**src/rtl/cpu_trace_fifo.sv**
```systemverilog
// cpu_trace_fifo
// Commit-trace capture buffer for the 16-bit single-cycle CPU. Each cycle it
// samples the retired instruction and, once a PC-match trigger has fired,
// stores it in an on-chip FIFO. The FIFO drains to a debug host over a
// valid/ready stream with show-ahead reads.
//
// Optional feature macro: TRACE_TIMESTAMP_EN
//   defined   -> a free-running 16-bit cycle stamp is prepended, out_data is 57 bits
//   undefined -> out_data is 41 bits
//
// Ports:
//   CLK, RESET      clock (rising edge), synchronous active-low reset
//   commit_*        retired instruction: valid, pc, op, rd, wdata, wreg
//   arm/stop/clear  control pulses (enter ARMED / go IDLE / flush FIFO+status)
//   stop_on_full    freeze capture once a push fills the FIFO
//   trig_pc         trigger PC, 16'hFFFF triggers on the first commit
//   out_valid/out_ready/out_data  drain stream, out_data = mem[rd_ptr]
//   count           occupancy 0..DEPTH
//   overflow        sticky dropped-commit flag
//   drop_cnt        saturating dropped-commit counter
//   state           IDLE=0, ARMED=1, RUN=2, FROZEN=3
module cpu_trace_fifo #(
    parameter int DEPTH = 16,
    parameter int AW    = 4
) (
    input  logic          CLK,
    input  logic          RESET,
    input  logic          commit_valid,
    input  logic [15:0]   commit_pc,
    input  logic [3:0]    commit_op,
    input  logic [3:0]    commit_rd,
    input  logic [15:0]   commit_wdata,
    input  logic          commit_wreg,
    input  logic          arm,
    input  logic          stop,
    input  logic          clear,
    input  logic          stop_on_full,
    input  logic [15:0]   trig_pc,
    output logic          out_valid,
    input  logic          out_ready,
`ifdef TRACE_TIMESTAMP_EN
    output logic [56:0]   out_data,
`else
    output logic [40:0]   out_data,
`endif
    output logic [AW:0]   count,
    output logic          overflow,
    output logic [15:0]   drop_cnt,
    output logic [1:0]    state
);

`ifdef TRACE_TIMESTAMP_EN
    localparam int DW = 57;
`else
    localparam int DW = 41;
`endif
    localparam logic [AW:0] FULL = (AW+1)'(DEPTH);

    typedef enum logic [1:0] {
        S_IDLE   = 2'd0,
        S_ARMED  = 2'd1,
        S_RUN    = 2'd2,
        S_FROZEN = 2'd3
    } state_t;

    state_t        cur_state;
    state_t        nxt_state;
    logic [DW-1:0] mem [DEPTH];
    logic [AW-1:0] wr_ptr;
    logic [AW-1:0] rd_ptr;
    logic [AW:0]   count_nxt;
    logic [DW-1:0] entry;
    logic          trig_hit;
    logic          push_req;
    logic          push_ok;
    logic          pop;
    logic          drop;

`ifdef TRACE_TIMESTAMP_EN
    logic [15:0] ts;

    always_ff @(posedge CLK) begin
        if (!RESET) ts <= '0;
        else        ts <= ts + 16'd1;
    end

    assign entry = {ts, commit_wreg, commit_pc, commit_op, commit_rd, commit_wdata};
`else
    assign entry = {commit_wreg, commit_pc, commit_op, commit_rd, commit_wdata};
`endif

    assign trig_hit = commit_valid && (commit_pc == trig_pc || trig_pc == 16'hFFFF);
    // The triggering commit in ARMED is itself captured.
    assign push_req = commit_valid &&
                      (cur_state == S_RUN || (cur_state == S_ARMED && trig_hit));
    // clear suppresses both push and pop in its cycle.
    assign pop      = !clear && out_valid && out_ready;
    assign push_ok  = !clear && push_req && (count != FULL || pop);
    assign drop     = !clear && push_req && !push_ok;

    always_comb begin
        count_nxt = count;
        if (push_ok && !pop)      count_nxt = count + (AW+1)'(1);
        else if (pop && !push_ok) count_nxt = count - (AW+1)'(1);
    end

    always_ff @(posedge CLK) begin
        if (!RESET || clear) begin
            wr_ptr   <= '0;
            rd_ptr   <= '0;
            count    <= '0;
            overflow <= 1'b0;
            drop_cnt <= '0;
        end else begin
            if (push_ok) wr_ptr <= wr_ptr + 1'b1;
            if (pop)     rd_ptr <= rd_ptr + 1'b1;
            count <= count_nxt;
            if (drop) begin
                overflow <= 1'b1;
                if (drop_cnt != '1) drop_cnt <= drop_cnt + 16'd1;
            end
        end
    end

    always_ff @(posedge CLK) begin
        if (push_ok) mem[wr_ptr] <= entry;
    end

    // State register
    always_ff @(posedge CLK) begin
        if (!RESET) cur_state <= S_IDLE;
        else        cur_state <= nxt_state;
    end

    // Next-state logic: clear holds state, stop beats arm
    always_comb begin
        nxt_state = cur_state;
        if (clear) begin
            nxt_state = cur_state;
        end else if (stop) begin
            nxt_state = S_IDLE;
        end else if (arm && (cur_state == S_IDLE || cur_state == S_FROZEN)) begin
            nxt_state = S_ARMED;
        end else begin
            case (cur_state)
                S_ARMED: if (trig_hit) nxt_state = S_RUN;
                S_RUN:   if (stop_on_full && push_ok && count_nxt == FULL)
                             nxt_state = S_FROZEN;
                default: nxt_state = cur_state;
            endcase
        end
    end

    // Outputs
    always_comb begin
        state     = cur_state;
        out_valid = (count != '0);
        out_data  = mem[rd_ptr];
    end

endmodule

```
**config.mk**
```make
export PLATFORM = sky130hd
export DESIGN_NAME = cpu_trace_fifo
export DESIGN_NICKNAME = d
export VERILOG_FILES = /design/src/rtl/cpu_trace_fifo.sv
export SDC_FILE = /design/constraint.sdc
export NUM_CORES = 1
export LEC_CHECK = 0
export ABC_AREA = 1
export BUFFER_PORTS_ARGS = -buffer_cell sky130_fd_sc_hd__buf_4
export CORE_MARGIN = 2
export CORE_UTILIZATION = 64
export CTS_BUF_LIST = sky130_fd_sc_hd__clkbuf_2
export DETAILED_ROUTE_END_ITERATION = 7
export GPL_TIMING_DRIVEN = 0
export PLACE_DENSITY = 0.83
export REMOVE_ABC_BUFFERS = 1
export SKIP_CTS_REPAIR_TIMING = 1
export SLEW_MARGIN = 25
export SYNTH_ARGS = -nofsm -noshare
export SYNTH_HDL_FRONTEND = slang
export SYNTH_SLANG_ARGS = --single-unit
```
**constraint.sdc**
```tcl
create_clock -name CLK -period 5.15 [get_ports CLK]
set_input_delay 0.2575 -clock CLK [delete_from_list [all_inputs] [get_ports CLK]]
set_output_delay 0.2575 -clock CLK [all_outputs]
set_load 0.01 [all_outputs]
```
After elaboration in Yosys (flattened, before gate mapping)
Memory sizes are Yosys's and may differ from the RTL's. A register that Yosys moved wholly into a read port is not among the register bits.
Index checks and enable logic that the tools add are counted.
Widths: inputs -> output; s select.

operators by class
  $add $sub $neg = 5
  muxes and demuxes = 11
  reductions and logical operators = 27
  bitwise gates (word level) = 1
  equality and inequality tests = 10

operator list
  operator               number
  $add 16x1->16 const B  1
  $eq 16x16->1           1
  $eq 16x16->1 const B   1
  $ne 16x16->1 const B   1
  $logic_and 1x1->1      13
  $mux 5                 2
  $add 4x1->4 const B    2
  $mux 2                 4
  $mux 4                 2
  $add 5x1->5 const B    1
  $eq 5x5->1 const B     1
  $logic_or 1x1->1       5
  $ne 5x5->1 const B     1
  $reduce_bool 5->1      1
  $sub 5x1->5 const B    1
  $eq 2x2->1 const B     2
  $logic_not 1->1        4
  $ne 4x2->1 const B     1
  $ne 4x3->1 const B     1
  $pmux 2 s2             1
  $reduce_and 4->1       1
  $reduce_bool 4->1      1
  $eq 2x1->1 const B     1
  $logic_not 2->1        1
  3 further kinds        4

storage, ports and cells
  logic and storage cells = 61
  memories kept = 1
  memory bits (writable) = 656
  register bits = 32

memories
  memory  words  bits a word  rd ports  clocked after Yosys merged registers in  wr ports  line  source
  mem     16     41           1         1                                        1         68    logic [DW-1:0] mem [DEPTH];

Longest topological paths before layout
Gate-level depths: netlist (run 1).

  depth in word-level cells = 18
  mapped depth = 22

Least setup slack after synthesis (run 1)
Ideal clock, no wire load.

  path kind = flip-flop to flip-flop
  start point = register count[0]
  end point = memory mem[11][0] (enable)
  slack = 1.222 ns
  library setup time = 0.439 ns
  arrival time = 3.489 ns
  path buffers = 0
  data required time = 4.711 ns
  cell stages (with the launch flop) = 14
  clock period less this slack = 3.928 ns
  path through = dfxtp_1 -> inv_1 -> ha_1 -> nand2_1 -> nor2_2 -> nand2_2 -> nand2_2 -> nor2_4 -> nor2_2 -> inv_1 -> nand3_2 -> inv_1 -> nand2_1 -> nor2_1

on the way
  cells in the longest elaborated chain, start to end = 7
  elaborated cells on any way between the ends = 8

RTL lines
  element                         line  source
  start, declared                 46    output logic [AW:0] count,
  start signal, assigned          117   count <= count_nxt;
  $reduce_bool 5->1               157   out_valid = (count != '0);
  net out_valid                   39    output logic out_valid,
  $logic_and 1x1->1 (2 in a row)  97    assign pop = !clear && out_valid && out_ready;
  $logic_or 1x1->1                98    assign push_ok = !clear && push_req && (count != FULL || pop);
  $logic_and 1x1->1               98
  $mux 1                          126   if (push_ok) mem[wr_ptr] <= entry;
  $mux 1 (implied by the code)    126
  end, declared                   68

The timed path passes the listed nets, and every way through them passes these cells.

Worst setup path after layout (run 1)
  start point = register count[0]
  end point = register cur_state[0] (netlist: state[0])

on the way
  cells in the longest elaborated chain, start to end = 13
  elaborated cells on any way between the ends = 19

RTL lines
  element                                line  source
  $reduce_bool 5->1                      157
  $logic_and 1x1->1 (2 in a row)         97
  $logic_or 1x1->1                       98
  $logic_and 1x1->1                      98
  $logic_not 1->1                        104   else if (pop && !push_ok) count_nxt = count - (AW+1)'(1);
  $logic_and 1x1->1                      104
  $mux 5                                 104
  $mux 5                                 103   if (push_ok && !pop) count_nxt = count + (AW+1)'(1);
  $eq 5x5->1                             147   S_RUN: if (stop_on_full && push_ok && count_nxt == FULL)
  $logic_and 1x1->1 (*)                  147
  $ne 4x2->1 (no source line) (*)        n/a
  $reduce_and 4->1 (no source line) (*)  n/a
  end signal, assigned                   132   else cur_state <= nxt_state;
  end, declared                          66    state_t cur_state;

Mark *: on every way between the ends. The rest lies on a longest branch, timed or not.
A chain may end at the register's enable or synchronous reset.

==> metrics.csv, run 1 <==
metric,value,unit
status,completed,
r2r-start,count[0],
ir_drop,0.000231,V
clk_latency,1.35,ns
finish.utilization,0.762,
grtUsageMet1,0.360,
maxCapViolCount,0,
fin_nets,2507,
critical_path.endpoint_type,flip-flop,
cts_root_buf,clkbuf_2,
reg2regPathDepth,21,
ys_ff_latch,692,
area_growth,18.4,%
synth.most_common_cell,edfxtp_1,
synth_top_area_cell,edfxtp_1,
hpwl,37.8,mm
timing.fmax,228,MHz
synth-compound-area-share,0.118,
avgSynthCellArea,13.4,um^2
synth_edf_count,656,
timing.rr.end,state[0],
min_path_cells,5,
critPathLaunchType,flip-flop,
pwr_density_cell,295,nW/um^2
antenna_found_initial,2,
cts_max_path_buffers,3,
relSlewSlack,0.395,
synthSimpleGateAreaFrac,0.0469,
synth_cell_type_count,36,
grt_max_degree,97,
cts_tree,yes,
seq_area,20400,um^2
yosysWarningCount,0,
tns,0,ns
track_usage,0.288,
grt_pass1_vias,18260,
hold_violations,0,
numCtsBuffers,160,
worst-endpoint-required,6.36,ns
drive_gt1_frac,0.186,
ys_top_cells_by_count,"edfxtp_1, inv_1, o21ai_0",
p_leak,11.6,nW
met2_usage,0.472,
fp-row-count,77,
skew,0.0933,ns
grtUsageMet3,0.0769,
setup_violations,0,
avgViaCountPerCell,5.95,
initialDrtViolationCount,2286,
grt_overflow,0,
critical_path_class,reg -> reg,
synth_top_family_by_area,compound AO/OA/AOI/OAI gates,
core,43900,um^2
busiest_layer,met2,
gp_congestion,0.802,
grt_pass1_wl,98.9,mm
multi_input_area,6610,um^2
worst_slack,0.764,ns
routed_wl,67.6,mm
synthTopCellsByArea,"edfxtp_1, mux2i_1, o211ai_1, o21ai_0, a21oi_1",
ios,131,
worst_pin_slew,0.907,ns
crit_path_max_fanout,10,
dpl_worst_slack,1.68,ns
rrSetupSlack,0.76,ns
finalMaxSlewViolations,0,
whs_endpoint,wr_ptr[0],
drtPass1Iterations,5,
cp.arrival,5.60,ns
post-route-period-util,0.852,
port_buffers,130,
synth_adder_area_share,0.00487,
start_util,0.644,
hold_class,in -> reg,
synth_ff_type,edfxtp_1,
synth_top_area_share,0.697,
cts_sinks,692,
layout.cells.non_filler,3148,
async_reset_ff_frac,0,
report.power.total,9.89,mW
drc,0,
ant_nets,0,
synth_area,28300,um^2
clk_pin_slew,0.13,ns
die_h,214,um
cts.htree.levels,4,
dp.cells,2761,
yosys-mux-area-fraction,0.0581,
die_w,214,um
avgRoutedWirePerCell,21.5,um
final.fill_count,2555,
seq_area_frac_synth,0.722,
die_area,45900,um^2
synth_cells,2105,
vias,18737,
hp-start,commit_valid,
rsz0062_at_grt,false,
min_period,4.39,ns
synth-xor-area-share,0.00155,
-- state kept, by name (all words and copies together), names as in the netlist, named ones only --
signal and flops:
rd_ptr 4, overflow 1, drop_cnt 16, wr_ptr 4
count 5, state 2, mem 656
-- layer usage --
metal  wire, um  up-vias
met4       2370        0
li1           -     8509
met5          0        -
met1      25300     9022
met3       6000      195
met2      33800     1011
-- cell families (layout without fill, tap and decap cells) --
group           count (synthesis)  in the layout
fa+ha+maj                      11             11
compound gates                581            581
flops                         692            692
mux                           164            164
other cells                     0              2
xor+xnor                        5              5
buf+inv                       358            807
simple gates                  294            294
-- worst max path at each step --
stage,from,endpoint,cells after the start
floorplan,flip-flop,out_data[10],4
global placement,flip-flop,out_data[36],5
detailed placement,count[0],mem[6][4],15
CTS,flip-flop,out_data[7],9
global route,count[0],state[0],21
finish,count[0],state[0],21
-- worst max-delay path, cell delays in order, from the launching register on --
cell	delay, ns
dfxtp_1	0.42
inv_1	0.11
ha_1	0.23
nand2_1	0.08
nor2_2	0.05
nand2_2	0.09
nand2_2	0.09
nor2_4	0.23
inv_1	0.16
nand4_2	0.21
inv_1	0.14
nand2_1	0.14
nand3_1	0.13
nor2_1	0.13
nand2_1	0.08
nand2_2	0.09
nand3_1	0.07
dlygate4sd3_1	0.58
nand2_1	0.06
dlygate4sd3_1	0.55
nor2_1	0.05
dlygate4sd3_1	0.55
-- cells in the final DEF (no fill, tap or decap), drive strengths merged, types with 2 or more instances in the layout --
| cell | instances |
|---|---|
| clkinv | 41 |
| nand2 | 141 |
| diode | 2 |
| nand3 | 53 |
| nor4 | 2 |
| nand4 | 8 |
| bufinv | 3 |
| clkinvlp | 2 |
| o21ai | 226 |
| edfxtp | 656 |
| a21oi | 185 |
| mux2i | 164 |
| o21a | 2 |
| ha | 11 |
| dlygate4sd3 | 100 |
| nor2 | 73 |
| xor2 | 5 |
| o211ai | 164 |
| clkbuf | 233 |
| dfxtp | 36 |
| buf | 183 |
| nor3 | 15 |
| inv | 245 |
-- where the power goes --
group / total, mW / internal, mW / switching [mW]
clock network: 3.44 / 1.36 / 2.08
registers: 6.15 / 6.15 / 0.00494
logic: 0.298 / 0.131 / 0.167
total: 9.89 / 7.64 / 2.25
-- area by class of cell --
class | count | share of cell area
sequential | 692 | 0.610
multi-input combinational | 1055 | 0.197
timing repair buffer | 283 | 0.0993
clock buffer | 233 | 0.0348
inverter | 239 | 0.0272
tap | 592 | 0.0221
clock inverter | 52 | 0.00852
antenna | 2 | 0.000149
-- stage by stage --
step | hold slack [ns] | cell area, um^2
5_1_grt | 0.0486 | 33500
6_report | 0.122 | 33500
3_3_place_gp | 0.460 | 29500
4_1_cts | -0.957 | 32500
2_1_floorplan | 0.356 | 27800
3_5_place_dp | 0.464 | 31000
(Power assumes the default switching activity.)
==> inputs of run 2 (changes only) <==
==> constraint.sdc (replaced) <==
create_clock -name CLK -period 5.15 [get_ports CLK]
set_input_delay 1.03 -clock CLK [delete_from_list [all_inputs] [get_ports CLK]]
set_output_delay 1.03 -clock CLK [all_outputs]
set_load 0.01 [all_outputs]
==> run 2 against run 1 <==
Effect of this change: critical path depth down 12; register-to-register slack better by 0.78 ns; core utilization down 1.3 points; clock skew down 0.00057 ns; sequential power about the same; critical endpoint is now out_data[7].
==> metrics.csv, run 2 (synthesized netlist as in run 1, its figures left out) <==
metric,value,unit,change
crit_path_max_fanout,57,,was 10
hold_class,in -> reg,,unchanged
skew,0.0927,ns,was 0.0933 ns
avgViaCountPerCell,5.97,,was 5.95
crit_chain,buf_12 > buf_16 > buf_16 > buf_12 > mux2i_1 > o21ai_0 > o211ai_1 > nand2_1 > buf_4,,was inv_1 > ha_1 > nand2_1 > nor2_2 > nand2_2 > nand2_2 > nor2_4 > inv_1 > nand4_2 > inv_1 > nand2_1 > nand3_1 > nor2_1 > nand2_1 > nand2_2 > nand3_1 > dlygate4sd3_1 > nand2_1 > dlygate4sd3_1 > nor2_1 > dlygate4sd3_1
report.power.total,9.83,mW,was 9.89 mW
tns,0,ns,unchanged
cts_max_path_buffers,3,,unchanged
largestRegisters,"mem x656, drop_cnt x16, count x5",,unchanged
rsz0062_at_grt,false,,unchanged
hold-worst-slack,0.0960,ns,was 0.122 ns
clk_latency,1.34,ns,was 1.35 ns
timing.fmax,206,MHz,was 228 MHz
routed_wl,66.1,mm,was 67.6 mm
grt_pass1_vias,18260,,unchanged
critical_path.endpoint_type,output pin,,was flip-flop
relSlewSlack,0.407,,was 0.395
antenna_found_initial,2,,unchanged
initialDrtViolationCount,2169,,was 2286
final.fill_count,2616,,was 2555
status,completed,,unchanged
pwr_density_cell,299,nW/um^2,was 295 nW/um^2
largest_register_ffs,656,,unchanged
drc,0,,unchanged
setup_violations,0,,unchanged
layout_commonest_cell,edfxtp_1,,unchanged
final_cell_mix,"edfxtp_1, inv_1, clkbuf_2",,unchanged
gp_congestion,0.802,,unchanged
core,43900,um^2,unchanged
numCtsBuffers,160,,unchanged
vias,18465,,was 18737
cpPeakStageDelay,0.54,ns,was 0.58 ns
port_buffers,130,,unchanged
post-route-period-util,0.945,,was 0.852
maxCapViolCount,0,,unchanged
finalMaxSlewViolations,0,,unchanged
grt_pass1_wl,98.9,mm,unchanged
die_area,45900,um^2,unchanged
area_growth,16.4,%,was 18.4%
critPathLaunchType,flip-flop,,unchanged
grt_overflow,0,,unchanged
drive_gt1_frac,0.191,,was 0.186
worst-endpoint-required,4.12,ns,was 6.36 ns
critical_path_class,reg -> out,,was reg -> reg
worst_pin_slew,0.889,ns,was 0.907 ns
cp.arrival,3.84,ns,was 5.60 ns
cts_sinks,692,,unchanged
grt_max_degree,97,,unchanged
cts_root_buf,clkbuf_2,,unchanged
ir_drop,0.000228,V,was 0.000231 V
cp_slowest_cell,dfxtp_4,,was dlygate4sd3_1
die_h,214,um,unchanged
min_period,4.87,ns,was 4.39 ns
ios,131,,unchanged
hpwl,37.8,mm,unchanged
p_leak,11.4,nW,was 11.6 nW
hold_violations,0,,unchanged
die_w,214,um,unchanged
ant_nets,0,,unchanged
design_area,32900,um^2,was 33500 um^2
cts_tree,yes,,unchanged
clk_pin_slew,0.11,ns,was 0.13 ns
track_usage,0.288,,unchanged
drtPass1Iterations,8,,was 5
max_flop_register,mem,,unchanged
cts.htree.levels,4,,unchanged
start_util,0.644,,unchanged
place_area,31000,um^2,unchanged
fp-row-count,77,,unchanged
fin_nets,2450,,was 2507
avgRoutedWirePerCell,21.4,um,was 21.5 um
run 2: per-layer routing:
layer  track usage  up-vias  share of wire
li1              -     8394              -
met1         0.360     8801           0.37
met2         0.472     1071           0.49
met3        0.0769      199          0.099
met4         0.137        0          0.037
met5             0        -              0
run 2: critical path: cells and delay by family, from the launching register on:
kind / cells / cell delay [ns]
buffers and inverters: 5 / 1.31
DFF: 1 / 0.54
and+or+nand+nor: 1 / 0.10
AOI/OAI and AO/OA: 2 / 0.33
muxes: 1 / 0.21
run 2: report_power, final:
| part | internal, mW | total, mW | leakage (nW) | switching [mW] |
|---|---|---|---|---|
| clock network | 1.36 | 3.42 | 1.11 | 2.06 |
| registers | 6.14 | 6.15 | 6.19 | 0.00460 |
| logic | 0.0997 | 0.256 | 4.08 | 0.157 |
| total | 7.61 | 9.83 | 11.4 | 2.22 |
run 2: path summary, 6_finish.rpt:
kind / depth (start not counted) / startpoint / to / slack (ns)
setup / recovery: 9 / flip-flop / out_data[7] / 0.28
hold / removal: 4 / clear / rd_ptr[2] / 0.1
hold reg to reg: 2 / rd_ptr[1] / flip-flop / 0.51
setup reg to reg: 15 / count[0] / mem[9][2] / 1.54
run 2: stage by stage:
step,util,setup WS [ns],cells
CTS,0.739,0.0754,3046
global placement,0.672,-11.31,2708
global route,0.749,0.00522,3091
detailed placement,0.706,1.16,2761
floorplan,-,-7.37,1986
finish,0.749,0.284,3091
run 2: cell type report:
class	instances	area, um^2	area share
Clock inverter	52	285	0.00867
Antenna cell	2	5.00	0.000152
Tap cell	592	741	0.0225
Inverter	239	910	0.0276
Sequential cell	692	20400	0.621
Timing Repair Buffer	226	2760	0.0838
Multi-Input combinational cell	1055	6610	0.201
Clock buffer	233	1170	0.0354
